===== src/rtl/sipo_pkg.sv =====
// rtl/sipo_pkg.sv - shared types and helpers for the serial-in/parallel-out receiver
// Optional parity stage is enabled by SIPO_PARITY_EN in the importing files.
package sipo_pkg;

    localparam int DEFAULT_WIDTH = 8;

    typedef enum logic [1:0] {
        IDLE,
        SHIFT,
        PARITY
    } state_e;

    function automatic int clog2(input int value);
        int r;
        r = 0;
        while ((1 << r) < value) begin
            r = r + 1;
        end
        return r;
    endfunction

endpackage


===== src/rtl/sipo_hold_reg.sv =====
// rtl/sipo_hold_reg.sv - output holding register with valid/ready handshake and sticky overrun
// SIPO_PARITY_EN adds a parity_err flag that travels with each committed word.
module sipo_hold_reg
    import sipo_pkg::*;
#(
    parameter int WIDTH = DEFAULT_WIDTH
) (
    input  logic             cp,
    input  logic             mr,
    input  logic             load,
    input  logic [WIDTH-1:0] load_data,
`ifdef SIPO_PARITY_EN
    input  logic             load_perr,
    output logic             parity_err,
`endif
    input  logic             dout_ready,
    output logic [WIDTH-1:0] dout,
    output logic             dout_valid,
    output logic             overrun
);

    logic [WIDTH-1:0] dout_q, dout_d;
    logic             valid_q, valid_d;
    logic             overrun_q, overrun_d;
`ifdef SIPO_PARITY_EN
    logic             perr_q, perr_d;
`endif

    always_comb begin
        dout_d    = dout_q;
        valid_d   = valid_q;
        overrun_d = overrun_q;
`ifdef SIPO_PARITY_EN
        perr_d    = perr_q;
`endif
        if (load) begin
            // A word may land in the same cycle the old one is taken.
            if (!valid_q || dout_ready) begin
                dout_d  = load_data;
                valid_d = 1'b1;
`ifdef SIPO_PARITY_EN
                perr_d  = load_perr;
`endif
            end else begin
                overrun_d = 1'b1;
            end
        end else if (valid_q && dout_ready) begin
            valid_d = 1'b0;
        end
    end

    always_ff @(posedge cp) begin
        if (mr) begin
            dout_q    <= '0;
            valid_q   <= 1'b0;
            overrun_q <= 1'b0;
`ifdef SIPO_PARITY_EN
            perr_q    <= 1'b0;
`endif
        end else begin
            dout_q    <= dout_d;
            valid_q   <= valid_d;
            overrun_q <= overrun_d;
`ifdef SIPO_PARITY_EN
            perr_q    <= perr_d;
`endif
        end
    end

    assign dout       = dout_q;
    assign dout_valid = valid_q;
    assign overrun    = overrun_q;
`ifdef SIPO_PARITY_EN
    assign parity_err = perr_q;
`endif

endmodule


===== src/rtl/sipo_deserializer.sv =====
// rtl/sipo_deserializer.sv - serial-in/parallel-out receiver, framed by sync, gated by ce
// Define SIPO_PARITY_EN to sample an even-parity bit after each word and expose parity_err.
module sipo_deserializer
    import sipo_pkg::*;
#(
    parameter int WIDTH     = DEFAULT_WIDTH,
    parameter bit MSB_FIRST = 1'b1
) (
    input  logic             cp,
    input  logic             mr,
    input  logic             ce,
    input  logic             sin,
    input  logic             sync,
    output logic [WIDTH-1:0] shreg,
    output logic [WIDTH-1:0] dout,
    output logic             dout_valid,
    input  logic             dout_ready,
    output logic             overrun,
`ifdef SIPO_PARITY_EN
    output logic             parity_err,
`endif
    output logic             busy
);

    localparam int            CW       = clog2(WIDTH + 1);
    localparam logic [CW-1:0] LAST_BIT = CW'(WIDTH - 1);

    state_e           state_q, state_d;
    logic [WIDTH-1:0] shreg_q, shreg_d;
    logic [CW-1:0]    bit_cnt_q, bit_cnt_d;
    logic [WIDTH-1:0] shifted;
    logic             commit;
    logic [WIDTH-1:0] commit_word;
`ifdef SIPO_PARITY_EN
    logic             commit_perr;
`endif

    always_comb begin
        shifted     = MSB_FIRST ? {shreg_q[WIDTH-2:0], sin} : {sin, shreg_q[WIDTH-1:1]};
        state_d     = state_q;
        shreg_d     = shreg_q;
        bit_cnt_d   = bit_cnt_q;
        commit      = 1'b0;
        commit_word = shifted;
`ifdef SIPO_PARITY_EN
        commit_perr = 1'b0;
`endif
        if (ce) begin
            // sync always starts a fresh frame, whatever state we were in.
            if (sync) begin
                shreg_d   = shifted;
                bit_cnt_d = CW'(1);
                state_d   = SHIFT;
            end else begin
                case (state_q)
                    SHIFT: begin
                        shreg_d   = shifted;
                        bit_cnt_d = bit_cnt_q + 1'b1;
                        if (bit_cnt_q == LAST_BIT) begin
                            bit_cnt_d = '0;
`ifdef SIPO_PARITY_EN
                            state_d   = PARITY;
`else
                            state_d   = IDLE;
                            commit    = 1'b1;
`endif
                        end
                    end
                    PARITY: begin
                        state_d = IDLE;
`ifdef SIPO_PARITY_EN
                        commit      = 1'b1;
                        commit_word = shreg_q;
                        commit_perr = (^shreg_q) ^ sin;
`endif
                    end
                    default: ;
                endcase
            end
        end
    end

    always_ff @(posedge cp) begin
        if (mr) begin
            state_q   <= IDLE;
            shreg_q   <= '0;
            bit_cnt_q <= '0;
        end else begin
            state_q   <= state_d;
            shreg_q   <= shreg_d;
            bit_cnt_q <= bit_cnt_d;
        end
    end

    sipo_hold_reg #(
        .WIDTH (WIDTH)
    ) u_hold (
        .cp         (cp),
        .mr         (mr),
        .load       (commit),
        .load_data  (commit_word),
`ifdef SIPO_PARITY_EN
        .load_perr  (commit_perr),
        .parity_err (parity_err),
`endif
        .dout_ready (dout_ready),
        .dout       (dout),
        .dout_valid (dout_valid),
        .overrun    (overrun)
    );

    assign shreg = shreg_q;
    assign busy  = (state_q != IDLE);

endmodule


===== config.mk =====
export PLATFORM = sky130hd
export DESIGN_NAME = sipo_deserializer
export DESIGN_NICKNAME = d
export VERILOG_FILES = /design/src/rtl/sipo_pkg.sv /design/src/rtl/sipo_hold_reg.sv /design/src/rtl/sipo_deserializer.sv
export SDC_FILE = /design/constraint.sdc
export NUM_CORES = 1
export LEC_CHECK = 0
export ABC_AREA = 1
export BUFFER_PORTS_ARGS = -buffer_cell sky130_fd_sc_hd__clkbuf_2
export CAP_MARGIN = 20
export CORE_MARGIN = 8
export CORE_UTILIZATION = 50
export CTS_BUF_LIST = sky130_fd_sc_hd__clkbuf_4
export DETAILED_ROUTE_END_ITERATION = 12
export PLACE_DENSITY = 0.86
export SLEW_MARGIN = 20
export SYNTH_ARGS = -nofsm -noshare
export SYNTH_HDL_FRONTEND = slang
export SYNTH_SLANG_ARGS = --single-unit

===== constraint.sdc =====
create_clock -name cp -period 3 [get_ports cp]
set_clock_uncertainty 0.1 [all_clocks]
set_input_delay 0.15 -clock cp [delete_from_list [all_inputs] [get_ports cp]]
set_output_delay 0.15 -clock cp [all_outputs]
set_load 0.02 [all_outputs]

* After elaboration in Yosys (flattened, before gate mapping)
Index checks and enable logic that the tools add are counted.
W data, S select, Z words.
** Word-level totals
- Flip-flop bits (word level) :: 24
- Bits of input ports :: 6
- Output and inout port bits :: 19
- Logic and storage cells :: 40
** Operators by class
- $add $sub $neg :: 1
- Eq/ne operators :: 5
- Multiplexer cells :: 15
- Bitwise operators :: 1
- Reduce and logical (&&, ||, !) cells :: 12
** Operators with widths (count)
- $mux W8 :: 2
- $mux W4 :: 3
- $reduce_and A2 Y1 :: 4
- $mux W1 :: 7
- $reduce_bool A2 Y1 :: 3
- $add A4 B1 Y4 const B :: 1
- $eq A4 B3 Y1 const B :: 1
- $mux W2 :: 2
- $pmux W2 S2 :: 1
- $ne A3 B3 Y1 const B :: 1
- $reduce_and A3 Y1 :: 1
- $reduce_bool A3 Y1 :: 1
- $eq A2 B1 Y1 const B :: 1
- $eq A2 B2 Y1 const B :: 1
- $ne A2 B1 Y1 const B :: 1
- $logic_and A1 B1 Y1 :: 1
- $logic_not A1 Y1 :: 1
- $logic_or A1 B1 Y1 :: 1
- $not A1 Y1 :: 1

* Longest topological paths before layout
- Word-level depth :: 7
- Depth in mapped cells :: 7
- Gate-level depth less buffers :: 7

* Hierarchy
Synthesis repeated with hierarchy kept, for this count alone.
** Unflattened totals
- Cells, all modules :: 136
- Area total of the unflattened synthesis :: 1008.5 sq um
** By module, submodules not included
- sipo_deserializer :: instances 1, cells each 75, area each 558.0 sq um, sequential area each 260.2 sq um
- sipo_hold_reg :: instances 1, cells each 61, area each 450.4 sq um, sequential area each 200.2 sq um

* Least setup slack after synthesis
No wires, ideal clock.
- Path type :: reg2reg
- Start :: register bit_cnt_q[0]
- End :: register u_hold.dout_q[0], in the netlist u_hold.dout[0]
- Library setup time :: 64 ps
- Data arrival time :: 1115 ps
- Data required time :: 2836 ps
- Setup slack :: 1721 ps
- Stages on the path, launching flop included :: 8
- Path buffers :: 0
- Period minus slack after synthesis :: 1279 ps
- Cells stage by stage :: dfxtp_1 ha_1 nand3_2 nor2_4 nand2_4 nand2_1 inv_1 nor2_1
** On the way
- Cells in the longest elaborated chain, start to end :: 6
** RTL lines
- start, declared :: line sipo_deserializer.sv:30 : logic [CW-1:0] bit_cnt_q, bit_cnt_d;
- start signal, assigned :: line sipo_deserializer.sv:91 : bit_cnt_q <= bit_cnt_d;
- $eq A4 B3 Y1 :: line sipo_deserializer.sv:59 : if (bit_cnt_q == LAST_BIT) begin
- $mux W1 :: line sipo_deserializer.sv:59
- $mux W1 :: line sipo_deserializer.sv:55 : case (state_q)
- $mux W1 :: line sipo_deserializer.sv:50 : if (sync) begin
- $mux W1 :: line sipo_deserializer.sv:48 : if (ce) begin
- $reduce_and A2 Y1 (no source line)
- end signal, assigned :: line sipo_hold_reg.sv:61 : dout_q <= dout_d;
- end, declared :: line sipo_hold_reg.sv:22 : logic [WIDTH-1:0] dout_q, dout_d;
Every way passes these cells.
A chain may end at the register's enable or synchronous reset.

* Final worst setup path
- Start :: register bit_cnt_q[0]
- End :: register u_hold.dout_q[2], in the netlist u_hold.dout[2]
Same word-level chain as after synthesis.

==> out/qor.yml <==
run_status: "finished, final reports clean"
cts_resized: 0
die_x_um: 60.5
cts_sinks: 23
drv_cap: 0
p_comb_frac: 0.115
yosys.area.top_type_share: 0.465
initial_core_util: 0.516
vias: 910
clk_latency_ps: 310
gp_congestion: 0.940
crit_fanout: 9
drive_above_1_share: 0.198
setup_slack_ps: 1540
swShare: 0.261
maxSlewViolCount: 0
io_buffers: 24
yosysSeqAreaShare: 0.465
antenna_found_initial: 0
clk_pin_slew_ps: 120
p_int_mw: 0.397
totalWireLength_um: 2130
dieArea_sq_um: 3660
antenna_cells: 0
seqPwrFrac: 0.605
crit_path_end_kind: "flip-flop"
ys_types: 17
holdWs_ps: 30.1
synth_area_leader_cell: "dfxtp_1"
critPathKind: "reg -> reg"
die_y_um: 60.5
rsz0062_at_grt: "no"
tightestPinTransition_ps: 475
finalNonFillerCells: 194
grt_pass1_wl_um: 3530
coreArea_sq_um: 1920
clk_path_buf_depth: 2
nets: 175
postRouteAntennaNets: 0
hpwl_um: 1630
syn_area_sq_um: 991
finalHoldViolations: 0
synth_compound_area_frac: 0.122
syn_nets: 147
cts_tree: "yes"
dp.cells: 188
setup_violations: 0
yosysWarnings: 0
period_share: 0.487
startpoint_type: "flip-flop"
pwr_density_cell_nw_per_um2: 457
crit_arrival_ps: 1620
cts_root_buffer: "clkbuf_4"
muxShareOfSynthArea: 0
cts_setup_buffers: 0
yosys-top-cells-area: "dfxtp_1 (46%), inv_1 (11%), nand2_1 (10%)"
gr-usage-all-layers: 0.125
timing.fmax_ghz: 0.684
cts_max_level: 1
grt_pass1_vias: 832
ir_worst_vdd_v: 0.000227
hold_buffers: 2
p_sw_mw: 0.141
clockPowerShare: 0.281
post-route-min-period_ps: 1460
slew_headroom: 0.683
dp_slack_ps: 1580
synth-seq-cells: 23
setup_tns_ps: 0
cp.required_ps: 3150
grt_max_degree: 20
synth_xor_area_frac: 0
firstDrtPassIters: 4
cts_buffers: 3
ioPinCount: 25
gr-total-overflow: 0
syn_inst: 140
drcViolationCount: 0
drt_first_iter_violations: 17
synthSimpleGateAreaFrac: 0.269
p_leak_nw: 0.574
area_growth_syn_to_layout_pct: 18.8
wire_per_inst_um: 11.0
synth_top_family_by_area: "simple AND/OR/NAND/NOR gates"
num_rows: 16
synth_fa_ha_area_frac: 0.0126
drt-vias-per-instance: 4.69
hold_class: "in -> reg"
avgSynthCellArea_sq_um: 7.08
critical path, cell delays in order (launching register included):
cell and delay (ps):
dfxtp_1 410, ha_1 230, nand3_2 110, nor2_4 240, nand2_4 110, nand2_1 80, inv_1 40, nor2_1 90
power by group through the flow:
stage | combinational (mW) | clock [mW] | sequential [mW]
floorplan | 0.0280 | 0 | 0.342
global route | 0.0687 | 0.167 | 0.327
finish | 0.0617 | 0.151 | 0.325
global placement | 0.0571 | 0 | 0.331
detailed placement | 0.0598 | 0 | 0.332
CTS | 0.0617 | 0.155 | 0.325
state kept, by name, indices dropped and copies added (netlist names):
name	cells
shreg	8
u_hold.dout	8
bit_cnt_q	4
state_q	1
u_hold.dout_valid	1
u_hold.overrun	1
routing by layer:
layer,part of all wire,routed length (um),global-route usage
met3,0.056,120,0.0254
met5,0,0,0
met1,0.45,965,0.151
met2,0.47,996,0.203
met4,0.024,51,0.0698
cell usage in the layout (no fill, tap or decap):
cell type	count
nand4_1	1
nor2_1	16
o21ai_0	9
a21oi_1	12
a21o_2	1
dfxtp_1	23
ha_1	1
nor2_4	1
nand2_1	27
clkbuf_4	4
o21a_1	1
nand2_2	1
dlygate4sd3_1	2
inv_1	30
nand3_2	1
nand3_1	12
nand2_4	1
clkbuf_2	24
cell usage after synthesis:
library cell / instances
a21oi_1: 12
nand2_4: 1
o21a_1: 1
dfxtp_1: 23
buf_4: 1
nand2_1: 27
o21ai_0: 9
buf_2: 2
ha_1: 1
nand2_2: 1
a21o_2: 1
nand3_2: 1
nor2_1: 16
nand3_1: 12
nor2_4: 1
inv_1: 30
nand4_1: 1
cell families (layout without fill, tap and decap cells):
group,after synthesis,count (layout)
buffers and inverters,33,60
and+or+nand+nor,60,60
DFF,23,23
AOI/OAI and AO/OA,23,23
adders and majority gates,1,1
cell type report:
| type | instances | area, sq um |
|---|---|---|
| fill | 184 | 744 |
| timing repair buffer | 26 | 140 |
| tap | 27 | 33.8 |
| sequential | 23 | 460 |
| multi-input combinational | 84 | 400 |
| inverter | 30 | 113 |
| clock buffer | 4 | 30.0 |
metrics by stage:
step | util | area, sq um | total power, mW
final | 0.613 | 1180 | 0.538
after global routing | 0.613 | 1180 | 0.562
after CTS | 0.613 | 1180 | 0.542
after detailed placement | 0.587 | 1130 | 0.392
after global placement | 0.587 | 1130 | 0.388
after floorplan | - | 991 | 0.370
final timing paths:
| kind | start | end | slack [ps] | cells after the start |
|---|---|---|---|---|
| max | bit_cnt_q[0]$_SDFFE_PP0P_ | u_hold.dout[2]$_SDFFE_PP0P_ | 1540 | 7 |
| min | ce | state_q[0]$_SDFFE_PP0P_ | 30 | 3 |
| max reg2reg | bit_cnt_q[0]$_SDFFE_PP0P_ | u_hold.dout[2]$_SDFFE_PP0P_ | 1540 | 7 |
| min reg2reg | shreg[3]$_SDFFE_PP0P_ | shreg[4]$_SDFFE_PP0P_ | 400 | 2 |
Note: power is estimated with default switching activity, not from simulation.
